[config.mk]
export PLATFORM = sky130hd
export DESIGN_NAME = non_restore_divider_param
export DESIGN_NICKNAME = d
export VERILOG_FILES = /design/src/rtl/non_restore_divider_param.sv
export SDC_FILE = /design/constraint.sdc
export NUM_CORES = 1
export LEC_CHECK = 0
export CAP_MARGIN = 40
export CORE_UTILIZATION = 41
export CTS_CLUSTER_DIAMETER = 120
export DETAILED_ROUTE_END_ITERATION = 10
export PLACE_DENSITY_LB_ADDON = 0.12
export SLEW_MARGIN = 0
export SYNTH_ARGS = -nofsm -noshare
export SYNTH_HDL_FRONTEND = slang
export SYNTH_SLANG_ARGS = --single-unit
[constraint.sdc]
create_clock -name clk -period 4.7 [get_ports clk]
set_clock_uncertainty 0.05 [all_clocks]
set_input_delay 0.705 -clock clk [delete_from_list [all_inputs] [get_ports clk]]
set_output_delay 0.705 -clock clk [all_outputs]
set_load 0.005 [all_outputs]
[src/rtl/non_restore_divider_param.sv]
// Iterative non-restoring divider, one quotient bit per clock, unsigned or two's-complement.
// Flags divide-by-zero and signed MIN/-1 overflow alongside the single-cycle done pulse.
module non_restore_divider_param #(
    parameter int unsigned WIDTH     = 8,
    parameter bit          SIGNED_EN = 1'b1
) (
    input  logic             clk,
    input  logic             n_rst,
    input  logic             start,
    input  logic             signed_mode,
    input  logic [WIDTH-1:0] dividend,
    input  logic [WIDTH-1:0] divisor,
    output logic             busy,
    output logic             done,
    output logic [WIDTH-1:0] quotient,
    output logic [WIDTH-1:0] remainder,
    output logic             div_by_zero,
    output logic             overflow
);

    localparam int unsigned CW = $clog2(WIDTH + 1);
    localparam logic [WIDTH-1:0] MinVal = {1'b1, {(WIDTH-1){1'b0}}};

    typedef enum logic [1:0] {StIdle, StCalc, StCorr} state_e;

    state_e           r_state, w_state_d;
    logic [WIDTH:0]   r_a, w_a_d;
    logic [WIDTH-1:0] r_q, w_q_d;
    logic [WIDTH-1:0] r_d, w_d_d;
    logic [CW-1:0]    r_count, w_count_d;
    logic             r_neg_q, w_neg_q_d;
    logic             r_neg_r, w_neg_r_d;
    logic             r_zero, w_zero_d;
    logic             r_ovf_pend, w_ovf_pend_d;
    logic [WIDTH-1:0] r_dvd_raw, w_dvd_raw_d;
    logic             r_busy, w_busy_d;
    logic             r_done, w_done_d;
    logic [WIDTH-1:0] r_quot, w_quot_d;
    logic [WIDTH-1:0] r_rem, w_rem_d;
    logic             r_dbz, w_dbz_d;
    logic             r_ovf, w_ovf_d;

    logic             w_sgn;
    logic             w_dvd_neg;
    logic             w_dvs_neg;
    logic [WIDTH-1:0] w_dvd_mag;
    logic [WIDTH-1:0] w_dvs_mag;
    logic [WIDTH:0]   w_shift;
    logic [WIDTH:0]   w_d_ext;
    logic [WIDTH:0]   w_a_step;
    logic [WIDTH-1:0] w_q_step;
    logic [WIDTH-1:0] w_rem_mag;
    logic [WIDTH-1:0] w_quot_s;
    logic [WIDTH-1:0] w_rem_s;

    assign w_sgn     = SIGNED_EN && signed_mode;
    assign w_dvd_neg = w_sgn && dividend[WIDTH-1];
    assign w_dvs_neg = w_sgn && divisor[WIDTH-1];
    // MIN negates to itself, which reads correctly as an unsigned magnitude.
    assign w_dvd_mag = w_dvd_neg ? -dividend : dividend;
    assign w_dvs_mag = w_dvs_neg ? -divisor : divisor;

    assign w_shift  = {r_a[WIDTH-1:0], r_q[WIDTH-1]};
    assign w_d_ext  = {1'b0, r_d};
    assign w_a_step = r_a[WIDTH] ? (w_shift + w_d_ext) : (w_shift - w_d_ext);
    assign w_q_step = {r_q[WIDTH-2:0], ~w_a_step[WIDTH]};

    assign w_rem_mag = r_a[WIDTH] ? (r_a[WIDTH-1:0] + r_d) : r_a[WIDTH-1:0];
    assign w_quot_s  = r_neg_q ? -r_q : r_q;
    assign w_rem_s   = r_neg_r ? -w_rem_mag : w_rem_mag;

    always_comb begin
        w_state_d    = r_state;
        w_a_d        = r_a;
        w_q_d        = r_q;
        w_d_d        = r_d;
        w_count_d    = r_count;
        w_neg_q_d    = r_neg_q;
        w_neg_r_d    = r_neg_r;
        w_zero_d     = r_zero;
        w_ovf_pend_d = r_ovf_pend;
        w_dvd_raw_d  = r_dvd_raw;
        w_busy_d     = r_busy;
        w_done_d     = 1'b0;
        w_quot_d     = r_quot;
        w_rem_d      = r_rem;
        w_dbz_d      = r_dbz;
        w_ovf_d      = r_ovf;

        case (r_state)
            StIdle: begin
                if (start) begin
                    w_busy_d     = 1'b1;
                    w_dbz_d      = 1'b0;
                    w_ovf_d      = 1'b0;
                    w_dvd_raw_d  = dividend;
                    w_zero_d     = (divisor == '0);
                    w_ovf_pend_d = w_sgn && (dividend == MinVal) && (divisor == '1);
                    w_neg_q_d    = w_dvd_neg ^ w_dvs_neg;
                    w_neg_r_d    = w_dvd_neg;
                    w_a_d        = '0;
                    w_q_d        = w_dvd_mag;
                    w_d_d        = w_dvs_mag;
                    w_count_d    = CW'(WIDTH);
                    w_state_d    = (divisor == '0) ? StCorr : StCalc;
                end
            end
            StCalc: begin
                w_a_d     = w_a_step;
                w_q_d     = w_q_step;
                w_count_d = r_count - CW'(1);
                if (r_count == CW'(1)) begin
                    w_state_d = StCorr;
                end
            end
            StCorr: begin
                w_busy_d  = 1'b0;
                w_done_d  = 1'b1;
                w_state_d = StIdle;
                if (r_zero) begin
                    w_quot_d = '1;
                    w_rem_d  = r_dvd_raw;
                    w_dbz_d  = 1'b1;
                end else begin
                    w_quot_d = w_quot_s;
                    w_rem_d  = w_rem_s;
                    w_ovf_d  = r_ovf_pend;
                end
            end
            default: begin
                w_state_d = StIdle;
            end
        endcase
    end

    always_ff @(posedge clk) begin
        if (!n_rst) begin
            r_state    <= StIdle;
            r_a        <= '0;
            r_q        <= '0;
            r_d        <= '0;
            r_count    <= '0;
            r_neg_q    <= 1'b0;
            r_neg_r    <= 1'b0;
            r_zero     <= 1'b0;
            r_ovf_pend <= 1'b0;
            r_dvd_raw  <= '0;
            r_busy     <= 1'b0;
            r_done     <= 1'b0;
            r_quot     <= '0;
            r_rem      <= '0;
            r_dbz      <= 1'b0;
            r_ovf      <= 1'b0;
        end else begin
            r_state    <= w_state_d;
            r_a        <= w_a_d;
            r_q        <= w_q_d;
            r_d        <= w_d_d;
            r_count    <= w_count_d;
            r_neg_q    <= w_neg_q_d;
            r_neg_r    <= w_neg_r_d;
            r_zero     <= w_zero_d;
            r_ovf_pend <= w_ovf_pend_d;
            r_dvd_raw  <= w_dvd_raw_d;
            r_busy     <= w_busy_d;
            r_done     <= w_done_d;
            r_quot     <= w_quot_d;
            r_rem      <= w_rem_d;
            r_dbz      <= w_dbz_d;
            r_ovf      <= w_ovf_d;
        end
    end

    assign busy        = r_busy;
    assign done        = r_done;
    assign quotient    = r_quot;
    assign remainder   = r_rem;
    assign div_by_zero = r_dbz;
    assign overflow    = r_ovf;

endmodule
==> out/qor.txt <==
Initial DRC Count -> 168
initial antenna violation count -> 0
EDFF count, synth -> 0
Mean Syn Cell Area -> 8.156 um^2
syn_nets -> 531
Hold Crit Start -> r_dvd_raw[6]
IO Port Bufs -> 39
total CTS buffers -> 9
crit path max fanout -> 23
Yosys warning count -> 0
Main synth FF type -> dfxtp_1
Yosys top cell area share -> 0.3182
clock network fraction of total power -> 0.274
Slew Viols, Final -> 0
RePlAce Congestion -> 0.8514
Resized Gates After CTS -> 0
DR WL/cell -> 14.88 um
status -> completed
pin count of the biggest net entering global routing -> 45
Worst Max-Slew Pin Slew -> 780.4 ps
drt pass-1 iters -> 5
Arr. time, crit path -> 3180 ps
TritonCTS Sinks -> 63
commonest non-fill, non-tap cells in the layout -> 63 x nand2_1, 63 x dfxtp_1, 38 x clkdlybuf4s50_1, 37 x nor2_1, 28 x a21oi_1
final net count -> 563
RSZ-0062 raised after global routing -> false
hold buffers post-CTS -> 0
Die Ht -> 100.3 um
sequential fraction of the synthesis area -> 0.3182
GR Overflow Total -> 0
sequential fraction of design power -> 0.422
ant diodes -> 0
DR vias -> 3,541
postcts setup bufs -> 0
ratio of cells with drive above 1 in the final layout -> 0.06692
peak supply drop -> 149.2 uV
Reg2Reg Capture Point -> r_a[8]
worst min-delay path category -> flop to flop
WP data required -> 4890 ps
post-layout util -> 0.4995
die area -> 0.01007 mm^2
WL final -> 9705 um
DRT antenna net count -> 0
Hold Path Cell Cnt -> 2
Int Pwr -> 979.0 uW
core area -> 0.009284 mm^2
clk root buf -> clkbuf_8
final hold violation count -> 0
max-cap violation count -> 0
Die X -> 100.3 um
area grow syn2layout -> 16.98%
async set-reset flop share out of synthesis -> 0
CP Launch Type -> flop
H-tree levels -> 3
final hold slack -> 412.0 ps
synth top area cells -> dfxtp_1 32%, ha_1 7.3%, nand2_1 6.0%
clock slew at reported path FFs -> 70 ps
setup TNS -> 0 ps
Comb power frac -> 0.304
Setup crit start -> r_a[8]
DR vias/cell -> 5.431
Seq cells post-synth -> 63
dpl ws -> 1801 ps
R2R depth -> 10
final setup violation count -> 0
Row Count -> 35
Total GRT Usage -> 0.2062
Net Sw Frac -> 0.3512
slew margin rel. -> 0.4790
synthesized area -> 0.003964 mm^2
CTS tree -> yes
Layout Cells excl Fill -> 652
Final Cycle Share -> 0.6345
Initial Util -> 0.4270
first-pass GRT wire length -> 16,280 um
# IOs -> 40
Yosys top cell by area -> dfxtp_1
reg2reg start -> r_a[8]
Post-route DRC -> 0
pwr dens -> 325.4 mW/mm^2
vias in the first global route -> 3,314
Cells after Synth -> 486
Max Fclk -> 335.3 MHz
Placed Cells -> 636
hold path endpoint -> r_dvd_raw[6]
Clock Path Buffers -> 2
Tmin final -> 2982 ps
post-synth cell types -> 62
reg-to-reg slack, setup -> 1720 ps
Leak Pwr -> 1.821 nW
Clock Latency Late Sink -> 340 ps
Worst Setup End Kind -> flop
crit path kind -> flop to flop
dpl hpwl -> 7132 um
Setup WS post-layout -> 1718 ps
Net Switching -> 529.9 uW
## registers in the layout (all words and copies together), names as in the netlist, 2 cells and up
| name | cells |
|---|---|
| r_q | 8 |
| r_state | 2 |
| r_count | 4 |
| quotient | 8 |
| remainder | 8 |
| r_dvd_raw | 8 |
| r_a | 9 |
| r_d | 8 |
## cells in the mapped netlist, types with 9 or more instances
library cell,instances
nand2_1,63
nor2_1,38
ha_1,23
nor3_1,11
o211a_1,9
clkbuf_1,18
a21boi_0,17
xor2_1,18
nor2b_1,21
xnor2_1,15
o21ai_0,21
a21oi_1,28
inv_1,23
dfxtp_1,63
## per-stage QoR
stage	instance area [um^2]	total power [mW]
3_3_place_gp	4449	1.094
3_5_place_dp	4472	1.105
4_1_cts	4637	1.517
6_report	4637	1.509
5_1_grt	4637	1.609
2_1_floorplan	3964	0.9699
## worst max path at each step
stage | end | slack, ps | depth (start not counted)
6_report | r_a[8] | 1720 | 10
5_1_grt | r_a[8] | 1470 | 10
4_1_cts | r_a[8] | 1770 | 10
3_5_place_dp | r_a[8] | 1800 | 10
3_3_place_gp | r_q[7] | 1850 | 7
2_1_floorplan | r_a[8] | 2010 | 12
## worst max-delay path: stages, from the launching register on
cell	delay [ps]
dfxtp_1	830
mux2_2	310
inv_1	50
fa_1	430
nor2b_1	110
o21ai_0	100
a21boi_0	250
o21ai_0	170
a21oi_1	200
xnor2_1	110
a31o_2	250
## layout make-up
cell class                 count  area [um^2]
fill                         950         4647
multi-input combinational    376         2525
sequential                    63         1261
timing repair buffer          45        437.9
tap                          129        161.4
clock buffer                  10        127.6
inverter                      23        86.33
clock inverter                 6        37.54
## routing by layer
layer  wire (um)  global-route usage
met4         115             0.06132
met5           0                   0
met3         359             0.04526
met2        4318              0.3203
met1        4912              0.2856
## logic make-up (layout without fill, tap and decap cells)
kind of cell | Yosys count | after routing | share of synthesized area
AO/OA/AOI/OAI | 136 | 136 | 0.2500
XOR/XNOR | 33 | 33 | 0.07292
adder cells (fa/ha/maj) | 25 | 25 | 0.08270
buffers and inverters | 47 | 84 | 0.04545
flip-flops | 63 | 63 | 0.3182
multiplexers | 5 | 5 | 0.01326
AND/OR/NAND/NOR | 177 | 177 | 0.2175
## power groups by stage
stage	sequential [mW]	clock (mW)	combinational, mW
detailed placement	0.648	0	0.457
global route	0.644	0.449	0.516
global placement	0.648	0	0.446
CTS	0.636	0.421	0.460
floorplan	0.622	0	0.348
finish	0.636	0.413	0.459
(Power assumes the default switching activity.)
